[src/rtl/imem_loader.sv]
// Boot loader: byte stream -> big-endian words -> imem write port; holds CPU in reset until loaded.
// Option: IMEM_LOADER_CHECKSUM_EN appends a 4-byte mod-2^32 word-sum check before DONE.
module imem_loader #(
  parameter int ADDR_W    = 6,
  parameter int MAX_WORDS = 64,
  parameter int BASE_ADDR = 0
) (
  input  logic              clock,
  input  logic              clrn,
  input  logic [7:0]        rx_data,
  input  logic              rx_valid,
  output logic              rx_ready,
  input  logic              reload,
  output logic              imem_we,
  output logic [ADDR_W-1:0] imem_addr,
  output logic [31:0]       imem_wdata,
  output logic              cpu_clrn,
  output logic              busy,
  output logic              done,
  output logic              error,
  output logic [15:0]       words_loaded
);

  typedef enum logic [2:0] {
    LEN_HI,
    LEN_LO,
    WORD,
`ifdef IMEM_LOADER_CHECKSUM_EN
    CSUM,
`endif
    DONE,
    ERR
  } state_t;

  localparam logic [15:0]       MAX_N = 16'(MAX_WORDS);
  localparam logic [ADDR_W-1:0] BASE  = ADDR_W'(BASE_ADDR);

`ifdef IMEM_LOADER_CHECKSUM_EN
  localparam state_t AFTER_IMG = CSUM;
  logic [31:0] sum_q;
`else
  localparam state_t AFTER_IMG = DONE;
`endif

  state_t      state_q, state_d;
  logic [15:0] len_q;
  logic [1:0]  bcnt_q;
  logic [23:0] sr_q;
  logic        take, restart, word_end, last_word;
  logic [15:0] len_full;
  logic [31:0] word;

  assign rx_ready  = (state_q != DONE) && (state_q != ERR);
  assign take      = rx_valid & rx_ready;
  assign restart   = reload & ~rx_ready;
  assign word      = {sr_q, rx_data};
  assign len_full  = {len_q[7:0], rx_data};
  assign word_end  = take && (bcnt_q == 2'd3);
  assign last_word = (words_loaded + 16'd1) == len_q;
  assign busy      = rx_ready && (state_q != LEN_HI);
  assign done      = state_q == DONE;
  assign error     = state_q == ERR;
  // CPU reset follows clrn asynchronously, not just via the state register
  assign cpu_clrn  = clrn & done;

  always_ff @(posedge clock or negedge clrn) begin
    if (!clrn) state_q <= LEN_HI;
    else       state_q <= state_d;
  end

  always_comb begin
    state_d = state_q;
    unique case (state_q)
      LEN_HI: if (take) state_d = LEN_LO;
      LEN_LO: begin
        if (take) begin
          if (len_full > MAX_N)       state_d = ERR;
          else if (len_full == 16'd0) state_d = AFTER_IMG;
          else                        state_d = WORD;
        end
      end
      WORD: if (word_end && last_word) state_d = AFTER_IMG;
`ifdef IMEM_LOADER_CHECKSUM_EN
      CSUM: if (word_end) state_d = (word == sum_q) ? DONE : ERR;
`endif
      DONE, ERR: if (reload) state_d = LEN_HI;
      default: state_d = LEN_HI;
    endcase
  end

  always_ff @(posedge clock or negedge clrn) begin
    if (!clrn) begin
      len_q        <= '0;
      bcnt_q       <= '0;
      sr_q         <= '0;
      imem_we      <= 1'b0;
      imem_addr    <= BASE;
      imem_wdata   <= '0;
      words_loaded <= '0;
`ifdef IMEM_LOADER_CHECKSUM_EN
      sum_q        <= '0;
`endif
    end else begin
      imem_we <= 1'b0;
      if (restart) begin
        len_q        <= '0;
        bcnt_q       <= '0;
        words_loaded <= '0;
`ifdef IMEM_LOADER_CHECKSUM_EN
        sum_q        <= '0;
`endif
      end else if (take) begin
        if (state_q == LEN_HI) len_q <= {8'h00, rx_data};
        if (state_q == LEN_LO) len_q <= len_full;
        if (state_q != LEN_HI && state_q != LEN_LO) begin
          bcnt_q <= bcnt_q + 2'd1;
          sr_q   <= word[23:0];
        end
        if (state_q == WORD && word_end) begin
          imem_we      <= 1'b1;
          imem_addr    <= BASE + words_loaded[ADDR_W-1:0];
          imem_wdata   <= word;
          words_loaded <= words_loaded + 16'd1;
`ifdef IMEM_LOADER_CHECKSUM_EN
          sum_q        <= sum_q + word;
`endif
        end
      end
    end
  end

endmodule
[config.mk]
export PLATFORM = sky130hd
export DESIGN_NAME = imem_loader
export DESIGN_NICKNAME = d
export VERILOG_FILES = /design/src/rtl/imem_loader.sv
export SDC_FILE = /design/constraint.sdc
export NUM_CORES = 1
export LEC_CHECK = 0
export CORE_ASPECT_RATIO = 1.25
export CORE_MARGIN = 3
export CORE_UTILIZATION = 32
export DETAILED_ROUTE_END_ITERATION = 16
export PLACE_DENSITY = 0.5
export SYNTH_ARGS = -nofsm -noshare
export SYNTH_HDL_FRONTEND = slang
export SYNTH_SLANG_ARGS = --single-unit
[constraint.sdc]
create_clock -name clock -period 5.4 [get_ports clock]
set_clock_uncertainty 0.2 [all_clocks]
set_input_delay 1.35 -clock clock [delete_from_list [all_inputs] [get_ports clock]]
set_output_delay 1.35 -clock clock [all_outputs]
set_load 0.05 [all_outputs]
* Yosys cells after proc, flatten, opt, wreduce, memory -nomap -nowiden
Index checks and enable logic that the tools add are counted.
Word-level totals: memories 0, bits in writable memories 0, logic and storage cells 69, ROM bits 0, latch bits 0, output and inout port bits 60, bits in registers 100
Operators by class: multiplexer cells 20, shifts and indexed selects 0, reduce and logical (&&, ||, !) cells 20, order comparisons 1, div/mod/pow operators 0, bitwise logic cells 5, $mul 0, add/sub/neg operators 2, eq/ne operators 13
Operators by type and width (number):
- $mux W16 | 7
- $add A16 B1 Y16 const B | 1
- $eq A16 B16 Y1 | 1
- $gt A16 B7 Y1 const B | 1
- $logic_not A16 Y1 | 1
- $mux W3 | 5
- $pmux W3 S4 | 1
- $ne A2 B2 Y1 const B | 4
- $eq A3 B2 Y1 const B | 2
- $logic_and A1 B1 Y1 | 6
- $mux W2 | 3
- $reduce_and A2 Y1 | 3
- $reduce_and A3 Y1 | 2
- $reduce_bool A2 Y1 | 3
- $reduce_bool A3 Y1 | 2
- $mux W1 | 4
- $reduce_and A4 Y1 | 1
- $and A1 B1 Y1 | 3
- $eq A3 B1 Y1 const B | 1
- $eq A3 B3 Y1 const B | 1
- $logic_not A3 Y1 | 1
- $ne A3 B1 Y1 const B | 1
- $ne A3 B2 Y1 const B | 1
- $ne A3 B3 Y1 const B | 1
- other kinds (4) | 5

* Depth between registers and ports, before layout
Gate-level depths: netlist (run 1).
word-level depth 8, mapped depth 8

* Least setup slack after synthesis (run 1)
Ideal clock, no wire load.
path kind register to output, from register state_q[1], to output rx_ready, data required time 3.850 ns, path slack 1.589 ns, stages on the path, launching flop included 4, path buffers 1, arrival 2.261 ns, cells stage by stage dfrtp_1 > buf_2 > nor3b_1 > nor2_2
Between the ends: word-level cells in the longest chain between the ends 2
RTL lines:
- from (decl) | line 45 | state_t state_q, state_d;
- from (signal assigned) | line 68 | else state_q <= state_d;
- $ne A3 B2 Y1 or $ne A3 B3 Y1 (tied branches) | line 53 | assign rx_ready = (state_q != DONE) && (state_q != ERR);
- $logic_and A1 B1 Y1 * | line 53
- to (decl) | line 12 | output logic rx_ready,
Mark *: on every way between the ends. The rest lies on a longest branch, timed or not.

* Worst setup path after layout (run 1)
from input clrn, to output cpu_clrn
Between the ends: word-level cells in the longest chain between the ends 1
RTL lines:
- from (decl) | line 9 | input logic clrn,
- $and A1 B1 Y1 | line 64 | assign cpu_clrn = clrn & done;
- to (decl) | line 17 | output logic cpu_clrn,
No other way between the ends.

==> run metrics, run 1 <==
crit share post-route=between 70 and 80%; launch point of the critical path=clrn; # IOs=72; synth warn=0; starting density of the core=33.23%; Final #Nets=565; R2R setup slack=roughly 2.4 ns; final hold vios=0; Lkg Pwr=2.645 nW; Die Y=140.8 µm; Netlist cell types=48; first-pass GRT wire length=19.96 mm; synth top area cells=dfrtp_1 54%, nand2_1 13%, mux2_2 6.3%; main combinational cell family by area after synthesis=simple AND/OR/NAND/NOR gates; RR Startpoint=words_loaded[0]; Synth Flop Type=dfrtp_1; combinational power share=22.8%; commonest non-fill, non-tap cells in the layout=161 x nand2_1, 100 x dfrtp_1, 70 x clkdlybuf4s50_1, 26 x mux2_2, 24 x a21oi_1; Clk pwr share=28.9%; top fanout value on the critical path=2; DRC violations left=0; CTS tree=built; gpl congestion=0.7989; synthesized area per cell=9.395 µm²; row count=48; Reg clk slew, reported paths=0.07 ns; post-route cell area=5779 µm²; IO buf count=slightly above 70; crit path kind=input port to primary output; DRT iter0 DRCs=between 200 and 250; Root Buffer=clkbuf_16; Post-CTS Hold Fix Bufs=0; horizontal die dimension=113.8 µm; Mapped Area=between 4000 and 5000 µm²; share of power burned in registers=48.3%; Sum Neg Setup Slack=0 ns; Synth area leader=dfrtp_1; drt first pass iters=4; vias per cell=5.022; worst vdd ir=186.5 µV; MaxCap Viol Count=0; Syn-to-layout area delta=24.27%; total global routing overflow=0; minimum clock period=roughly 3.9 ns; post-synthesis simple-gate area fraction=22.14%; XOR/XNOR share of the synthesized area=4.143%; CP Capture Type=primary output; Setup crit end=cpu_clrn; Post-synth EDFFs=0; TritonCTS Buffers=9; RSZ-0062 raised after global routing=false; Max H-tree Level=3; routed wire length=11.95 mm; Die ar.=16020 µm²; asr flop ratio synth=100.0%; endpoints failing setup=0; diode count=0; wire per inst=between 15 and 20 µm; FF-to-FF End=state_q[0]; startpoint class of the critical path=input port; post-CTS resize count=0; DP HPWL=roughly 8.2 mm; vias=roughly 3700; Placeable Area=approximately 14000 µm²; fmax=approximately 0.25 GHz; multiplexer area fraction after synthesis=6.726%; Pwr Density=386.1 nW/µm²; met2 WL=5.900 mm; Total Power=2.231 mW; Internal=1.503 mW; vias in the first global route=3659; most common cell after layout, fill and taps aside=nand2_1; switching share of power=roughly a third; placed inst area=around 5500 µm²; initial antenna violation count=0; Min-Delay Path Class=flop to flop; compound-gate portion of the synthesized area=9.201%; met3 wire len=556 µm; Seq/Total Area, Yosys=between 50% and 60%; FF+latch count, synth=100; adder-cell share of the synthesized area=0.5381%; clk_lat worst skew=approximately 0.34 ns; R2R cell count=7; Crit path arrival time=between 2 and 2.5 ns; Slew Limit Fails=0; cell count after synthesis=roughly 500; total track usage=15.63%; Worst Tran Pin Value=~1.1 ns; Synth top area share=53.81%; worst relative slew slack=between 20% and 30%; setup repair bufs after CTS=0; CTS sink cnt=100; max layer used=met4; Net Switching=0.7280 mW; Mapped Nets=509; Fillers=1421; layout cell share with drive strength beyond 1=9.892%; largest net degree at the start of global routing=67; Longest Clk Path Bufs=2; WP data required=3.85 ns; met1 WL=5.295 mm; final antenna-violating net count=0; status=completed
[metrics by stage]
stage               hold slack, ns  utilization, %  setup slack (ns)  std cells
finish                      0.2759           41.30             1.453        731
floorplan                   0.2331               -             1.590        495
CTS                         0.2815           41.30             1.436        731
detailed placement          0.2632           39.18             1.440        715
global placement            0.2584           39.18             1.442        715
global route                0.2999           41.30             1.326        731
[critical path: stages]
cell             delay, ns
buf_4                 0.12
and2_1                0.13
clkdlybuf4s50_1       0.80
[cell type report]
type | instances | area [µm²] | share of cell area [%]
clock buffer | 13 | 270.3 | 4.676
clock inverter | 3 | 26.28 | 0.4546
inverter | 5 | 18.77 | 0.3247
multi-input combinational | 358 | 1989 | 34.42
sequential | 100 | 2502 | 43.30
tap | 175 | 219.0 | 3.789
timing repair buffer | 77 | 753.2 | 13.03
[cell families after synthesis]
logic type / Yosys count
adders and majority gates: 2
muxes: 28
and+or+nand+nor: 235
buffers and inverters: 37
AOI/OAI and AO/OA: 71
DFF: 100
xor gates and xnor gates: 22
[sequential cells by signal, summed over array words and instances (netlist names)]
register      count
sr_q             24
imem_we           1
imem_addr         6
state_q           3
bcnt_q            2
len_q            16
imem_wdata       32
words_loaded     16
[per-layer routing]
layer	track usage (%)	vias up
li1	-	1779
met2	25.57	75
met5	0	-
met1	20.72	1807
met3	3.564	10
met4	4.628	0
[power groups by stage]
| stage | Clock (mW) | Combinational [mW] | Sequential [mW] |
|---|---|---|---|
| 2_1_floorplan | 0 | 0.399 | 1.03 |
| 3_3_place_gp | 0 | 0.510 | 1.09 |
| 3_5_place_dp | 0 | 0.516 | 1.10 |
| 4_1_cts | 0.662 | 0.519 | 1.08 |
| 5_1_grt | 0.693 | 0.570 | 1.11 |
| 6_report | 0.645 | 0.510 | 1.08 |
[cells in the mapped netlist, types with 2 or more instances]
master    count
and2_1        5
nor3_1        5
a21oi_1      24
inv_1         4
xnor2_1      13
o31ai_1       5
nand3_1      16
nand4_1       6
nor4_1        5
clkbuf_1     24
nand2_1     161
buf_2         5
a31oi_1       7
a311oi_1      2
dfrtp_1     100
o21ai_0      22
ha_1          2
or3_1         2
nor2_1       21
mux2_2       26
mux2i_1       2
xor2_1        9
buf_4         2
o31a_1        3
[worst min-delay path by stage]
stage | start | cells past startpoint | slack, ns | end
global route | imem_wdata[26] | 2 | 0.30 | imem_wdata[26]
floorplan | sr_q[16] | 2 | 0.23 | imem_wdata[24]
finish | sr_q[19] | 2 | 0.28 | imem_wdata[27]
detailed placement | imem_wdata[0] | 2 | 0.26 | imem_wdata[0]
global placement | sr_q[23] | 2 | 0.26 | imem_wdata[31]
CTS | sr_q[19] | 2 | 0.28 | imem_wdata[27]
Note: power is estimated with default switching activity, not from simulation.
==> run 2, diff against run 1 <==
clock period = 3.99 ns   (was 5.4 ns; I/O delays follow)
==> run 2 against run 1 <==
Via count rose by 0.84%. Sequential share of layout area fell by 0.14 points. Routed wire length rose by 1.7%. Cell area rose by 0.32%. Total power rose by 36%. Core utilization rose by 0.13 points. First-iteration DRC count rose by 2.8%. Register-to-register slack got worse by 1.5 ns. Combinational power rose by 42%. Critical path depth fell by 1. Sequential cell count did not move. Final cell count rose by 0.41%.
==> run metrics, run 2 (synthesized netlist as in run 1, its figures left out) <==
Reg clk slew, reported paths=approximately 0.07 ns; Slew Limit Fails=0; final antenna-violating net count=0; post-CTS resize count=0; worst relative slew slack=37.74%; MaxCap Viol Count=0; layout cell share with drive strength beyond 1=10.73%; Setup WS pre-CTS=0.3827 ns; TritonCTS Buffers=9; Die ar.=16020 µm²; WHS Endpoint=imem_wdata[30]; fmax=between 0.2 and 0.3 GHz; crit path kind=flop to primary output; Non-Filler Instances=734; DP HPWL=8.353 mm; Post-CTS Hold Fix Bufs=0; gpl congestion=0.8191; crit share post-route=a little over four fifths; largest net degree at the start of global routing=72; starting density of the core=33.23%; RR Startpoint=words_loaded[0]; fin worst setup slack=0.6251 ns; status=completed; top flop regs=imem_wdata: 32 flops, sr_q: 24 flops; vias in the first global route=3702; Final #Nets=568; CTS tree=built; Crit path arrival time=2.17 ns; DRT iter0 DRCs=approximately 220; startpoint class of the critical path=flop; R2R setup slack=roughly 0.9 ns; Syn-to-layout area delta=24.67%; wire per inst=16.56 µm; FF-to-FF End=state_q[0]; CP peak stage delay=0.88 ns; WP data required=2.79 ns; CP Cell Sequence=nor3b_1 -> clkdlybuf4s50_1; most common cell after layout, fill and taps aside=nand2_1; R2R cell count=7; CP Capture Type=primary output; Placeable Area=13990 µm²; first-pass GRT wire length=19.92 mm; row count=48; initial antenna violation count=0; endpoints failing setup=0; final hold vios=0; diode count=0; CP max-delay cell=clkdlybuf4s50_1; vias per cell=5.044; # IOs=approximately 70; Worst Tran Pin Value=0.9340 ns; clk_lat worst skew=around 0.34 ns; DRC violations left=0; setup repair bufs after CTS=0; commonest non-fill, non-tap cells in the layout=161 x nand2_1, 100 x dfrtp_1, 69 x clkdlybuf4s50_1, 26 x mux2_2, 24 x a21oi_1; launch point of the critical path=state_q[2]; Max H-tree Level=3; Sum Neg Setup Slack=0 ns; routed wire length=12.16 mm; CTS sink cnt=100; Root Buffer=clkbuf_16; max reg flops=32; top fanout value on the critical path=12; placed insts=718; vias=about 3700; Min-Delay Path Class=flop to flop; hold wc startpoint=sr_q[22]; Pwr Density=524.0 nW/µm²; Hold Path Stages=2; Fin Hold WS=0.2600 ns; Die Y=approximately 140 µm; horizontal die dimension=113.8 µm; drt first pass iters=4; Longest Clk Path Bufs=2; IO buf count=about 70; Lkg Pwr=2.662 nW; total track usage=15.73%; worst vdd ir=218.6 µV; total global routing overflow=0; RSZ-0062 raised after global routing=false; Largest Register=imem_wdata; minimum clock period=3.365 ns
[run 2: area by class of cell]
class                   instances  area (µm²)
clock buffers                  11       252.7
clock inverters                 5       42.54
fillers                      1436        8195
inverters                       5       18.77
multi-input cells             358        1989
flip-flops and latches        100        2502
well taps                     175       219.0
repair buffers                 80       773.2
[run 2: worst max-delay path: cells and delay by family, from the launching register on]
| family | cells | cell delay, ns |
|---|---|---|
| and+or+nand+nor | 1 | 0.42 |
| buffers and inverters | 1 | 0.88 |
| DFF | 1 | 0.53 |
[run 2: worst max path at each step]
| stage | depth (start not counted) | end | slack (ns) |
|---|---|---|---|
| 5_1_grt | 8 | words_loaded[7] | 0.41 |
| 6_report | 2 | error | 0.63 |
| 3_3_place_gp | 8 | words_loaded[9] | 0.54 |
| 4_1_cts | 2 | error | 0.59 |
| 2_1_floorplan | 3 | rx_ready | 0.53 |
| 3_5_place_dp | 8 | words_loaded[7] | 0.38 |
[run 2: per-layer routing]
layer	routed length, µm	GRT usage [%]	vias up
met5	0	0	-
met2	6147	26.12	69
met4	159	4.878	0
met3	426	3.134	10
li1	-	-	1789
met1	5423	20.68	1834
[run 2: through the flow]
stage | power [mW] | utilization (%) | cell area, µm²
after floorplan | 1.935 | - | 4651
after global placement | 2.184 | 39.32 | 5503
after detailed placement | 2.208 | 39.32 | 5503
after CTS | 3.074 | 41.43 | 5798
after global routing | 3.219 | 41.43 | 5798
final | 3.038 | 41.43 | 5798
[run 2: where the power goes]
| part | leakage, nW | internal (mW) | switching, mW |
|---|---|---|---|
| Clock | 0.148 | 0.466 | 0.399 |
| Combinational | 1.18 | 0.342 | 0.381 |
| Sequential | 1.34 | 1.22 | 0.232 |
| Total | 2.66 | 2.03 | 1.01 |
==> run 3, diff against run 2 <==
clock period = 3.25 ns   (was 3.99 ns; I/O delays follow)
==> run 3 against run 2 <==
Routed wire length is 2.6% lower. Register-to-register slack worse by 0.25 ns. Largest power group unchanged. Sequential power is 22% higher. Worst hold slack better by 0.015 ns. First-iteration DRC count is 4.1% lower. Final cell count is 0.95% higher. Total power is 27% higher. Clock power is 38% higher. Cell area is 2.0% higher. Non-clock buffer count is 7 higher.
==> run metrics, run 3 (synthesized netlist as in run 1, its figures left out) <==
final hold vios=0; starting density of the core=33.23%; Pwr Density=651.6 nW/µm²; drt first pass iters=4; first-pass GRT wire length=19.62 mm; crit path kind=flop to primary output; MaxCap Viol Count=0; CTS sink cnt=100; layout cell share with drive strength beyond 1=12.37%; Final #Nets=575; crit share post-route=94.99%; Max H-tree Level=3; Die ar.=about 16000 µm²; gpl congestion=0.8297; top fanout value on the critical path=12; Syn-to-layout area delta=27.15%; initial antenna violation count=0; horizontal die dimension=113.8 µm; Longest Clk Path Bufs=2; setup repair bufs after CTS=0; vias per cell=~4.9; commonest non-fill, non-tap cells in the layout=161 x nand2_1, 100 x dfrtp_1, 67 x clkdlybuf4s50_1, 26 x mux2_2, 24 x a21oi_1; total track usage=15.41%; Reg clk slew, reported paths=0.07 ns; fmax=0.3239 GHz; vias in the first global route=3669; wire per inst=15.98 µm; top flop regs=imem_wdata: 32 flops, sr_q: 24 flops; most common cell after layout, fill and taps aside=nand2_1; IO buf count=71; startpoint class of the critical path=flop; clk_lat worst skew=0.34 ns; Total Power=between 3 and 4 mW; RSZ-0062 raised after global routing=false; final antenna-violating net count=0; routed wire length=~12 mm; Post-CTS Hold Fix Bufs=0; Largest Register=imem_wdata; DP HPWL=~8.2 mm; worst relative slew slack=45.83%; total global routing overflow=0; DRC violations left=0; Die Y=140.8 µm; Worst Tran Pin Value=around 0.8 ns; Sum Neg Setup Slack=0 ns; Slew Limit Fails=0; TritonCTS Buffers=9; Root Buffer=clkbuf_16; vias=3666; Lkg Pwr=2.720 nW; row count=48; CTS tree=built; worst vdd ir=between 300 and 400 µV; # IOs=72; Min-Delay Path Class=flop to flop; DRT iter0 DRCs=around 210; max reg flops=32; status=completed; post-CTS resize count=0; endpoints failing setup=0; diode count=0; Crit path arrival time=2.07 ns; CP Capture Type=primary output; R2R setup slack=about 0.64 ns; Fillers=roughly 1400; minimum clock period=3.087 ns; largest net degree at the start of global routing=101; Placeable Area=around 14000 µm²; Core Util, Final=42.26%; WP data required=2.24 ns
## run 3: cell count changes in the layout (fill, tap and decap cells not counted)
cell,before,now
buf_12,0,2
buf_4,11,18
bufinv_16,0,2
clkbuf_8,2,0
clkdlybuf4s50_1,69,67
clkinv_2,1,0
clkinvlp_4,0,1
inv_6,1,0
inv_8,1,2
nor3b_1,1,0
nor3b_2,0,1
## run 3: final cells by class
class	count	area [µm²]	area share, %
multi-input combinational	358	1994	33.73
tap	175	219.0	3.703
clock buffer	9	225.2	3.809
sequential	100	2502	42.32
inverter	5	18.77	0.3174
clock inverter	7	107.6	1.820
timing repair buffer	87	845.8	14.30
## run 3: metal layers
metal	global-route usage (%)	routed length (µm)	vias up
li1	-	-	1799
met1	20.47	5342	1781
met2	25.44	5882	75
met3	3.177	471	11
met4	4.503	147	0
met5	0	0	-
## run 3: worst max-delay path: stages (launching register included)
cell and delay (ns):
dfrtp_1 0.55, nor3b_2 0.32, clkdlybuf4s50_1 0.86
## run 3: metrics by stage
stage	worst slack, ns	cells	cell area (µm²)	hold WS (ns)
final	0.1627	741	5913	0.2749
after global routing	0.08950	741	5913	0.3031
after CTS	0.1683	741	5913	0.2825
after detailed placement	0.1142	725	5580	0.2589
after global placement	0.07681	725	5580	0.2589
after floorplan	0.3363	495	4656	0.2331
## run 3: final timing paths
| kind | startpoint | endpoint | cells after the start |
|---|---|---|---|
| worst max-delay path | state_q[2] | error | 2 |
| worst max register to register | words_loaded[5] | state_q[0] | 6 |
| min in group asynchronous | clrn | words_loaded[4] | 2 |
| worst min register to register | sr_q[20] | imem_wdata[28] | 2 |
| worst min-delay path | sr_q[20] | imem_wdata[28] | 2 |
| max in group asynchronous | clrn | words_loaded[5] | 2 |
## run 3: where the power goes
group / switching [mW] / internal (mW) / total, mW
combinational: 0.474 / 0.422 / 0.896
sequential: 0.270 / 1.50 / 1.77
clock: 0.502 / 0.689 / 1.19
total: 1.25 / 2.61 / 3.85
